`src/rtl/freq_period_meter.sv`:
```
// Measures high time, low time and period of an asynchronous input in CLK cycles,
// plus rising-edge frequency over a fixed gate window, with phase tracking and stall detection.
module freq_period_meter #(
    parameter int WIDTH       = 16,
    parameter int SYNC_STAGES = 2,
    parameter int GATE_CYCLES = 1000,
    parameter int TIMEOUT     = 65535
) (
    input  logic             CLK,
    input  logic             RST,
    input  logic             IN,
    output logic [WIDTH-1:0] high_count,
    output logic [WIDTH-1:0] low_count,
    output logic [WIDTH:0]   period_count,
    output logic             meas_valid,
    output logic [WIDTH-1:0] freq_count,
    output logic             freq_valid,
    output logic             stalled
);

    localparam logic [1:0] ST_ARM  = 2'd0;
    localparam logic [1:0] ST_SYNC = 2'd1;
    localparam logic [1:0] ST_HIGH = 2'd2;
    localparam logic [1:0] ST_LOW  = 2'd3;

    localparam int GW = (GATE_CYCLES > 2) ? $clog2(GATE_CYCLES) : 1;
    localparam int PW = $clog2(SYNC_STAGES + 1);

    localparam logic [WIDTH-1:0] TIMEOUT_V  = WIDTH'(TIMEOUT);
    localparam logic [WIDTH-1:0] CNT_MAX    = '1;
    localparam logic [GW-1:0]    GATE_LAST  = GW'(GATE_CYCLES - 1);
    localparam logic [PW-1:0]    PRIME_DONE = PW'(SYNC_STAGES);

    logic [SYNC_STAGES-1:0] sync_q, sync_d;
    logic                   in_d_q, in_d_d;
    logic [PW-1:0]          prime_q, prime_d;
    logic [1:0]             state_q, state_d;
    logic [WIDTH-1:0]       hi_cnt_q, hi_cnt_d;
    logic [WIDTH-1:0]       lo_cnt_q, lo_cnt_d;
    logic [WIDTH-1:0]       high_count_q, high_count_d;
    logic [WIDTH-1:0]       low_count_q, low_count_d;
    logic [WIDTH:0]         period_count_q, period_count_d;
    logic                   meas_valid_q, meas_valid_d;
    logic                   stalled_q, stalled_d;
    logic [GW-1:0]          gate_cnt_q, gate_cnt_d;
    logic [WIDTH-1:0]       edge_cnt_q, edge_cnt_d;
    logic [WIDTH-1:0]       freq_count_q, freq_count_d;
    logic                   freq_valid_q, freq_valid_d;

    logic in_s;
    logic rise;
    logic fall;
    logic primed;
    logic terminal;

    assign in_s     = sync_q[SYNC_STAGES-1];
    assign rise     = in_s & ~in_d_q;
    assign fall     = ~in_s & in_d_q;
    // The chain holds reset zeros until SYNC_STAGES real samples arrive; ARM must not
    // mistake those zeros for a genuine low, or a high in progress at reset would be tracked.
    assign primed   = (prime_q == PRIME_DONE);
    assign terminal = (gate_cnt_q == GATE_LAST);

    always_comb begin
        // NOTE: every signal written here gets a default first so no path leaves it
        // unassigned; a missing default would infer a latch.
        sync_d         = {sync_q[SYNC_STAGES-2:0], IN};
        in_d_d         = in_s;
        prime_d        = primed ? prime_q : prime_q + 1'b1;
        state_d        = state_q;
        hi_cnt_d       = hi_cnt_q;
        lo_cnt_d       = lo_cnt_q;
        high_count_d   = high_count_q;
        low_count_d    = low_count_q;
        period_count_d = period_count_q;
        meas_valid_d   = 1'b0;
        stalled_d      = stalled_q;

        case (state_q)
            ST_ARM: begin
                if (primed && !in_s) state_d = ST_SYNC;
            end
            ST_SYNC: begin
                if (rise) begin
                    state_d   = ST_HIGH;
                    hi_cnt_d  = WIDTH'(1);
                    stalled_d = 1'b0;
                end
            end
            ST_HIGH: begin
                if (fall) begin
                    state_d  = ST_LOW;
                    lo_cnt_d = WIDTH'(1);
                end else if (hi_cnt_q == TIMEOUT_V) begin
                    stalled_d = 1'b1;
                    state_d   = ST_ARM;
                end else begin
                    hi_cnt_d = hi_cnt_q + 1'b1;
                end
            end
            ST_LOW: begin
                if (rise) begin
                    high_count_d   = hi_cnt_q;
                    low_count_d    = lo_cnt_q;
                    period_count_d = {1'b0, hi_cnt_q} + {1'b0, lo_cnt_q};
                    meas_valid_d   = 1'b1;
                    hi_cnt_d       = WIDTH'(1);
                    state_d        = ST_HIGH;
                end else if (lo_cnt_q == TIMEOUT_V) begin
                    stalled_d = 1'b1;
                    state_d   = ST_ARM;
                end else begin
                    lo_cnt_d = lo_cnt_q + 1'b1;
                end
            end
            default: state_d = ST_ARM;
        endcase

        // A rise on the terminal cycle is folded into the closing window, not the next.
        gate_cnt_d   = terminal ? '0 : gate_cnt_q + 1'b1;
        freq_valid_d = terminal;
        freq_count_d = freq_count_q;
        edge_cnt_d   = edge_cnt_q;
        if (rise && edge_cnt_q != CNT_MAX) edge_cnt_d = edge_cnt_q + 1'b1;
        if (terminal) begin
            freq_count_d = edge_cnt_d;
            edge_cnt_d   = '0;
        end
    end

    // NOTE: state registers use non-blocking assignments so every flop samples the
    // pre-edge values; blocking here would create order-dependent simulation races.
    always_ff @(posedge CLK or posedge RST) begin
        if (RST) begin
            sync_q         <= '0;
            in_d_q         <= 1'b0;
            prime_q        <= '0;
            state_q        <= ST_ARM;
            hi_cnt_q       <= '0;
            lo_cnt_q       <= '0;
            high_count_q   <= '0;
            low_count_q    <= '0;
            period_count_q <= '0;
            meas_valid_q   <= 1'b0;
            stalled_q      <= 1'b0;
            gate_cnt_q     <= '0;
            edge_cnt_q     <= '0;
            freq_count_q   <= '0;
            freq_valid_q   <= 1'b0;
        end else begin
            sync_q         <= sync_d;
            in_d_q         <= in_d_d;
            prime_q        <= prime_d;
            state_q        <= state_d;
            hi_cnt_q       <= hi_cnt_d;
            lo_cnt_q       <= lo_cnt_d;
            high_count_q   <= high_count_d;
            low_count_q    <= low_count_d;
            period_count_q <= period_count_d;
            meas_valid_q   <= meas_valid_d;
            stalled_q      <= stalled_d;
            gate_cnt_q     <= gate_cnt_d;
            edge_cnt_q     <= edge_cnt_d;
            freq_count_q   <= freq_count_d;
            freq_valid_q   <= freq_valid_d;
        end
    end

    assign high_count   = high_count_q;
    assign low_count    = low_count_q;
    assign period_count = period_count_q;
    assign meas_valid   = meas_valid_q;
    assign freq_count   = freq_count_q;
    assign freq_valid   = freq_valid_q;
    assign stalled      = stalled_q;

endmodule

```
`config.mk`:
```
export PLATFORM = sky130hd
export DESIGN_NAME = freq_period_meter
export DESIGN_NICKNAME = d
export VERILOG_FILES = /design/src/rtl/freq_period_meter.sv
export SDC_FILE = /design/constraint.sdc
export NUM_CORES = 1
export LEC_CHECK = 0
export ABC_CLOCK_PERIOD_IN_PS = 7000
export CORE_AREA = 2 2 111 113
export DETAILED_ROUTE_END_ITERATION = 8
export DIE_AREA = 0 0 113 115
export MAX_ROUTING_LAYER = met4
export PLACE_DENSITY = 0.82
export REMOVE_ABC_BUFFERS = 1
export SKIP_LAST_GASP = 1
export SLEW_MARGIN = 20
export SYNTH_ARGS = -nofsm -noshare
export SYNTH_HDL_FRONTEND = slang
export SYNTH_SLANG_ARGS = --single-unit
```
`constraint.sdc`:
```
create_clock -name CLK -period 7 [get_ports CLK]
set_input_delay 2.1 -clock CLK [delete_from_list [all_inputs] [get_ports CLK]]
set_output_delay 2.1 -clock CLK [all_outputs]
set_load 0.02 [all_outputs]
```
==> flow_summary_export.csv, run 1 <==
group,metric,value,unit
place,place.gp.congestion,0.912,
drt,vias,5337,
logic_synthesis,synth.largest_area_cell,"dfrtp_1",
logic_synthesis,synth-xor-area-share,0.0536,
run_status,outcome,"finished, violations left",
drt,drt-wirelength-per-cell,15.6,um
setup_path,critical_path_buf_inv_count,1,
drt,viasPerCell,5.70,
cts,cts.htree.levels,4,
cts,clk_pin_slew,0.06,ns
grt,track_usage,0.244,
layout,area_growth,20.9,%
timing,setup_violations,0,
cts,cts_tree,"yes",
timing,fmax,285,MHz
setup_path,crit_family,"buffers and inverters",
layout,nNetsFinal,801,
cts,clock_path_buffers,2,
logic_synthesis,yosysTopAreaCellShare,0.509,
logic_synthesis,synth.mux.area_fraction,0.00459,
drt,drtIter0Drc,444,
timing,rsz0062_at_grt,"no",
setup_path,cp_cell_sequence,"clkdlybuf4s50_1",
logic_synthesis,synth_flop_cell,"dfrtp_1",
setup_path,cp-start-kind,"register",
logic_synthesis,synthArstFlopShare,1.00,
setup_path,worstPathMaxFanout,2,
logic_synthesis,yosysWarningCount,0,
cts,clock-sinks,133,
layout,drive_gt1_frac,0.0558,
logic_synthesis,synth.most_common_cell,"nand2_1",
logic_synthesis,syn_avg_cell_area,9.20,um^2
place,place_hpwl,10.1,mm
floorplan,die_y,115,um
hold_path,worstHoldPathType,"reg2reg",
place,place_ws,2.98,ns
drt,firstDrtPassIters,8,
setup_path,arrival,1.41,ns
logic_synthesis,synth_edf_count,0,
logic_synthesis,synth-seq-cells,133,
cts,cts_buffers,17,
floorplan,die_w,113,um
timing,maxSlewHeadroom,0.269,
logic_synthesis,syn_area,6540,um^2
grt,grt_pass1_vias,5189,
timing,period_share,0.501,
cts,cts_setup_buffers,0,
setup_path,end_kind,"output pin",
drt,ant_nets,0,
pwr,powerDensity,266,nW/um^2
grt,grt-ovfl-total,0,
drt,routed_wl,14.6,mm
timing,setup_tns,0,ns
drt,route.detailed.drc,4,
logic_synthesis,synthCells,711,
logic_synthesis,ys_types,55,
cts,clk_latency,0.42,ns
grt,antenna_found_initial,0,
timing,fin_hold_ws,0.359,ns
floorplan,io_pins,71,
logic_synthesis,synth-compound-area-share,0.131,
logic_synthesis,synth-adder-area-share,0.0432,
timing,worstMarginPinSlew,1.09,ns
floorplan,row_count,40,
flow_run,cap_violations,0,
logic_synthesis,synthSimpleGateAreaFrac,0.232,
timing,fin_crit,3.51,ns
grt,grt_max_degree,81,
cts,post_cts_resized,0,
logic_synthesis,ys_seq_area_frac,0.509,
floorplan,die-area,13000,um^2
logic_synthesis,synthTopCellsByArea,"dfrtp_1 (51%), nand2_1 (10%), o21ai_0 (4.2%)",
timing,worst_slack,3.49,ns
logic_synthesis,synthTopCellsByCount,"nand2_1 (179), dfrtp_1 (133), nor2_1 (62)",
layout,n_antenna_cell,0,
cts,postCtsHoldBufs,0,
setup_path,crit_slowest_cell,"clkdlybuf4s50_1",
timing,hold_viol,0,
floorplan,start_util,0.554,
setup_path,slowest_delay,0.64,ns
timing,maxSlewViolCount,0,
logic_synthesis,synth_top_family_by_area,"simple AND/OR/NAND/NOR gates",
pwr,peakVddDrop,0.215,mV
timing,final.setup_skew,0.00797,ns
place,numPortBuffers,70,
floorplan,core_area,11800,um^2
setup_path,crit_type,"reg2out",
cts,root_buffer,"clkbuf_16",
pwr,power.leakage,3.74,nW
setup_path,required,4.90,ns
grt,grt_pass1_wl,24.5,mm
run_status,violations,"design-rule violations",
cell families after synthesis:
family,count (synthesis)
DFF,133
muxes,3
adders and majority gates,22
AOI/OAI and AO/OA,136
xor gates and xnor gates,40
buffers and inverters,40
and+or+nand+nor,337
power by group:
group / switching [mW] / internal, mW / leakage (nW)
combinational: 0.214 / 0.131 / 1.67
sequential: 0.0751 / 0.833 / 1.80
clock: 0.318 / 0.534 / 0.272
total: 0.607 / 1.50 / 3.75
cell usage in the layout (no fill, tap or decap), drive strengths merged, types with 14 or more instances in the layout:
| cell type | instances |
|---|---|
| a21oi | 19 |
| clkbuf | 25 |
| clkdlybuf4s50 | 70 |
| dfrtp | 133 |
| ha | 21 |
| inv | 14 |
| nand2 | 180 |
| nand3 | 25 |
| nand4 | 19 |
| nor2 | 62 |
| o21ai | 64 |
| xnor2 | 18 |
| xor2 | 22 |
sequential cells by signal, summed over array words and instances (netlist names), 2 cells and up:
signal and cells:
edge_cnt_q 16, freq_count 16, gate_cnt_q 10, hi_cnt_q 16, high_count 16, lo_cnt_q 16, low_count 16, period_count 17
prime_q 2, state_q 2, sync_q 2
final timing paths:
kind,from,endpoint,slack [ns],depth (start not counted)
worst max-delay path,low_count[5]$_DFFE_PP0P_,low_count[5],3.49,1
worst min-delay path,sync_q[0]$_DFF_PP0_,sync_q[1]$_DFF_PP0_,0.36,0
worst max register to register,state_q[0]$_DFFE_PP0P_,period_count[14]$_DFFE_PP0P_,4.39,6
worst min register to register,sync_q[0]$_DFF_PP0_,sync_q[1]$_DFF_PP0_,0.36,0
max in group asynchronous,RST,edge_cnt_q[2]$_DFF_PP0_,3.50,3
min in group asynchronous,RST,low_count[1]$_DFFE_PP0P_,2.25,2
stage by stage:
stage	cell area (um^2)	util	total power [mW]	std cells
after floorplan	6420	-	1.13	685
after global placement	7320	0.620	1.24	904
after CTS	7900	0.669	2.12	936
final	7900	0.669	2.11	936
after detailed placement	7320	0.620	1.26	904
after global routing	7900	0.669	2.20	936
layer usage:
metal  global-route usage  vias up  share of wire  wire length (um)
met3               0.0543       34          0.055               797
met2                0.404      173           0.50              7290
met5                    -        -              0                 0
met1                0.288     2542           0.42              6200
met4                0.107        0          0.023               333
li1                     -     2588              -                 -
final cells by class:
cell class              instances  area, um^2
flip-flops and latches        133        3330
well taps                     147         184
multi-input cells             538        3050
repair buffers                 72         716
inverters                      14        55.1
clock inverters                 7        70.1
clock buffers                  25         505
fillers                       948        3910
(Power assumes the default switching activity.)
==> run 2, diff against run 1 <==
ABC_CLOCK_PERIOD_IN_PS = 3000   (was 7000)
CORE_AREA = 2 2 117 119   (was 2 2 111 113)
DIE_AREA = 0 0 119 121   (was 0 0 113 115)
PLACE_DENSITY = 0.78   (was 0.82)
clock period = 3 ns   (was 7 ns; I/O delays follow)
==> flow_summary_export.csv, run 2 (synthesis results as in run 1) <==
group,metric,value,unit
setup_path,end_kind,"output pin",
cts,root_buffer,"clkbuf_16",
setup_path,arrival,1.42,ns
setup_path,timing.rr.end,"period_count[9]$_DFFE_PP0P_",
setup_path,cp.depth,1,
timing,fmax,431,MHz
run_status,outcome,"finished, final reports clean",
timing,fin_crit,2.32,ns
setup_path,critical_path_buf_inv_count,1,
setup_path,worstPathMaxFanout,2,
hold_path,hold-path-cell-count,0,
layout,layout_commonest_cell,"nand2_1",
pwr,powerDensity,615,nW/um^2
setup_path,crit_family,"buffers and inverters",
pwr,peakVddDrop,0.472,mV
place,place_hpwl,11.0,mm
cts,clk_latency,0.43,ns
cts,clk_pin_slew,0.05,ns
drt,vias,5375,
floorplan,io_pins,71,
timing,worstMarginPinSlew,0.695,ns
hold_path,worstHoldPathType,"reg2reg",
layout,drive_gt1_frac,0.0593,
floorplan,start_util,0.500,
flow_run,cap_violations,0,
timing,period_share,0.773,
grt,track_usage,0.234,
grt,grt_pass1_vias,5376,
cts,cts_setup_buffers,0,
timing,rsz0062_at_grt,"no",
hold_path,min_from,"sync_q[0]$_DFF_PP0_",
drt,route.detailed.drc,0,
timing,maxSlewViolCount,0,
drt,viasPerCell,5.55,
setup_path,cp-start-kind,"register",
layout,largest_reg_flops,17,
cts,clock_path_buffers,2,
cts,cts_buffers,17,
floorplan,core_area,13100,um^2
setup_path,slowest_delay,0.64,ns
cts,post_cts_resized,0,
cts,postCtsHoldBufs,0,
hold_path,hold_end,"sync_q[1]$_DFF_PP0_",
setup_path,cp_cell_sequence,"clkdlybuf4s50_1",
floorplan,row_count,42,
cts,clock-sinks,133,
layout,area_growth,21.9,%
grt,antenna_found_initial,0,
setup_path,r2r_cells,7,
timing,maxSlewHeadroom,0.536,
layout,fillerInstances,1112,
layout,n_antenna_cell,0,
drt,drt-wirelength-per-cell,15.7,um
floorplan,die_y,121,um
grt,grt_max_degree,66,
timing,setup_tns,0,ns
drt,drtIter0Drc,307,
pwr,power.leakage,3.77,nW
layout,nNetsFinal,806,
cts,cts_tree,"yes",
timing,hold_viol,0,
timing,final.setup_skew,0.0124,ns
setup_path,crit_slowest_cell,"clkdlybuf4s50_1",
setup_path,r2r_setup_slack,0.71,ns
timing,setup_violations,0,
drt,routed_wl,15.2,mm
layout,fin_util,0.609,
setup_path,crit_type,"reg2out",
grt,grt-ovfl-total,0,
floorplan,die_w,119,um
drt,ant_nets,0,
drt,firstDrtPassIters,5,
cts,cts.htree.levels,4,
grt,grt_pass1_wl,25.8,mm
layout,mostFrequentLayoutCells,"nand2_1 (178), dfrtp_1 (133), clkdlybuf4s50_1 (70), nor2_1 (62), o21ai_0 (55)",
floorplan,die-area,14400,um^2
place,numPortBuffers,70,
place,place.gp.congestion,0.897,
setup_path,required,2.10,ns
setup_path,rr_startpoint,"hi_cnt_q[1]$_DFFE_PP0P_",
## run 2: stage by stage
stage | cells | hold WS [ns] | power [mW] | cell area (um^2) | worst slack [ns]
floorplan | 685 | 0.331 | 2.63 | 6420 | -1.45
global placement | 938 | 0.333 | 2.93 | 7420 | 0.752
detailed placement | 938 | 0.365 | 2.98 | 7420 | 0.717
CTS | 969 | 0.380 | 4.94 | 7970 | 0.659
global route | 969 | 0.382 | 5.15 | 7970 | 0.576
finish | 969 | 0.369 | 4.90 | 7970 | 0.682
## run 2: area by class of cell
| type | instances | area (um^2) | area share |
|---|---|---|---|
| tap | 176 | 220 | 0.0276 |
| timing repair buffer | 77 | 778 | 0.0976 |
| clock buffer | 20 | 437 | 0.0548 |
| inverter | 14 | 55.1 | 0.00691 |
| sequential | 133 | 3330 | 0.418 |
| clock inverter | 11 | 111 | 0.0140 |
| multi-input combinational | 538 | 3040 | 0.381 |
## run 2: power breakdown
part           switching [mW]  internal (mW)  total [mW]  leakage, nW
registers               0.170           1.94        2.12         1.80
logic                   0.515          0.324       0.839         1.69
clock network           0.744           1.20        1.95        0.273
total                    1.43           3.47        4.90         3.77
## run 2: worst max path at each step
stage | slack [ns] | start | to
3_3_place_gp | 0.75 | hi_cnt_q[1]$_DFFE_PP0P_ | period_count[9]$_DFFE_PP0P_
5_1_grt | 0.58 | hi_cnt_q[1]$_DFFE_PP0P_ | period_count[9]$_DFFE_PP0P_
6_report | 0.68 | low_count[4]$_DFFE_PP0P_ | low_count[4]
3_5_place_dp | 0.72 | hi_cnt_q[1]$_DFFE_PP0P_ | period_count[9]$_DFFE_PP0P_
2_1_floorplan | -1.45 | RST | edge_cnt_q[0]$_DFF_PP0_
4_1_cts | 0.66 | low_count[4]$_DFFE_PP0P_ | low_count[4]
## run 2: per-layer routing
layer / part of all wire / track usage / up-vias
met4: 0.040 / 0.118 / 0
met3: 0.047 / 0.0620 / 40
li1: - / - / 2598
met2: 0.48 / 0.362 / 172
met1: 0.43 / 0.284 / 2565
met5: 0 / - / -
==> run 3, diff against run 2 <==
ABC_CLOCK_PERIOD_IN_PS = 1900   (was 3000)
clock period = 1.9 ns   (was 3 ns; I/O delays follow)
==> flow_summary_export.csv, run 3 (synthesis results as in run 1) <==
group,metric,value,unit
timing,fmax,483,MHz
pwr,peakVddDrop,0.681,mV
grt,antenna_found_initial,0,
setup_path,r2r_setup_slack,-0.17,ns
setup_path,cp.depth,8,
timing,maxSlewViolCount,0,
setup_path,crit_slowest_cell,"dfrtp_1",
drt,ant_nets,0,
timing,worst_slack,-0.171,ns
grt,grt_pass1_wl,27.1,mm
floorplan,die_y,121,um
layout,fillerInstances,1020,
layout,layout_commonest_cell,"nand2_1",
grt,grt-ovfl-total,0,
drt,routed_wl,17.0,mm
cts,cts.htree.levels,4,
cts,postCtsHoldBufs,0,
flow_run,cap_violations,0,
setup_path,cp_cell_sequence,"ha_2 > fa_2 > a21oi_2 > nand4b_1 > a211o_1 > a21oi_2 > or3_1 > nand3_1",
timing,fin_crit,2.07,ns
timing,fin_hold_ws,0.352,ns
layout,mostFrequentLayoutCells,"nand2_1 (178), dfrtp_1 (132), buf_4 (92), dlygate4sd2_1 (68), nor2_1 (57)",
setup_path,crit_start,"lo_cnt_q[0]$_DFFE_PP0P_",
timing,rsz0062_at_grt,"yes",
place,place_hpwl,11.9,mm
floorplan,row_count,42,
layout,area_growth,36.3,%
drt,firstDrtPassIters,5,
setup_path,worstPathMaxFanout,3,
cts,clock-sinks,133,
setup_path,crit_family,"adder cells",
timing,worstMarginPinSlew,0.538,ns
setup_path,rr_startpoint,"lo_cnt_q[0]$_DFFE_PP0P_",
layout,n_antenna_cell,0,
drt,drt-wirelength-per-cell,16.0,um
cts,clock_path_buffers,2,
setup_path,cp-endpoint,"period_count[14]$_DFFE_PP0P_",
cts,clk_pin_slew,0.06,ns
timing,maxSlewHeadroom,0.641,
setup_path,arrival,2.43,ns
run_status,violations,"negative setup slack",
cts,clk_latency,0.43,ns
drt,drtIter0Drc,379,
drt,route.detailed.drc,0,
setup_path,r2r_cells,8,
place,place.gp.congestion,0.902,
drt,vias,5814,
setup_path,cp-start-kind,"register",
floorplan,io_pins,71,
floorplan,die-area,14400,um^2
hold_path,worstHoldPathType,"reg2reg",
layout,largest_reg_flops,17,
setup_path,end_kind,"register",
setup_path,timing.rr.end,"period_count[14]$_DFFE_PP0P_",
timing,period_share,1.09,
cts,cts_tree,"yes",
layout,nNetsFinal,901,
grt,track_usage,0.246,
floorplan,start_util,0.500,
timing,setup_tns,-1.26,ns
layout,fin_util,0.681,
pwr,power.leakage,4.63,nW
floorplan,core_area,13100,um^2
setup_path,crit_type,"reg2reg",
place,numPortBuffers,70,
drt,viasPerCell,5.46,
cts,cts_buffers,17,
floorplan,die_w,119,um
timing,final.setup_skew,0.00585,ns
setup_path,slowest_delay,0.41,ns
grt,grt_max_degree,68,
grt,grt_pass1_vias,5693,
pwr,powerDensity,949,nW/um^2
timing,setup_violations,20,
timing,hold_viol,0,
setup_path,critical_path_buf_inv_count,0,
setup_path,required,2.26,ns
cts,root_buffer,"clkbuf_16",
setup_path,cpMostUsedCell,"a21oi_2",
run_status,outcome,"finished, violations left",
layout,drive_gt1_frac,0.202,
run 3: cell types whose count changed in the layout (fill, tap and decap cells not counted), sizes merged:
cell           delta
buf              +95
bufinv            +1
clkbuf            +1
clkdlybuf4s50    -68
clkinv            -3
dlygate4sd2      +68
inv               +2
run 3: cell type report:
| class | instances | area [um^2] | area share |
|---|---|---|---|
| inverters | 14 | 55.1 | 0.00617 |
| clock buffers | 21 | 470 | 0.0528 |
| repair buffers | 172 | 1450 | 0.162 |
| flip-flops and latches | 133 | 3330 | 0.373 |
| multi-input cells | 538 | 3250 | 0.364 |
| clock inverters | 11 | 148 | 0.0166 |
| well taps | 176 | 220 | 0.0247 |
run 3: metal layers:
| metal | track usage | vias to the layer above | routed length [um] |
|---|---|---|---|
| li1 | - | 2781 | - |
| met1 | 0.280 | 2846 | 7020 |
| met2 | 0.423 | 147 | 8820 |
| met3 | 0.0517 | 40 | 690 |
| met4 | 0.104 | 0 | 484 |
| met5 | - | - | 0 |
run 3: repair_timing:
item	in CTS	in global routing
setup buffers	4	11
pin swaps	27	30
gates resized for setup	85	42
hold endpoints to repair	0	0
setup endpoints to repair	90	34
run 3: how the worst min path moves through the flow:
stage / startpoint / to / slack [ns] / depth (start not counted)
finish: sync_q[0]$_DFF_PP0_ / sync_q[1]$_DFF_PP0_ / 0.35 / 0
detailed placement: sync_q[0]$_DFF_PP0_ / sync_q[1]$_DFF_PP0_ / 0.34 / 0
CTS: sync_q[0]$_DFF_PP0_ / sync_q[1]$_DFF_PP0_ / 0.35 / 0
floorplan: sync_q[0]$_DFF_PP0_ / sync_q[1]$_DFF_PP0_ / 0.33 / 0
global route: sync_q[0]$_DFF_PP0_ / sync_q[1]$_DFF_PP0_ / 0.35 / 0
global placement: sync_q[0]$_DFF_PP0_ / sync_q[1]$_DFF_PP0_ / 0.34 / 0
run 3: power breakdown:
part           switching, mW  internal, mW
combinational           1.04         0.752
sequential             0.182          3.07
clock                   1.25          2.17
run 3: stage by stage:
stage | area (um^2) | cells | worst slack (ns) | power [mW]
detailed placement | 8040 | 1020 | -0.306 | 4.91
global placement | 8040 | 1020 | -0.269 | 4.84
finish | 8920 | 1065 | -0.171 | 8.46
global route | 8920 | 1065 | -0.246 | 8.81
CTS | 8680 | 1056 | -0.123 | 8.34
floorplan | 6420 | 685 | -2.22 | 4.15
run 3: worst reg2reg max path, delay by kind of cell (launching register included):
family / cells / cell delay [ns]
adders and majority gates: 2 / 0.57
and+or+nand+nor: 3 / 0.53
AOI/OAI and AO/OA: 3 / 0.51
DFF: 1 / 0.41
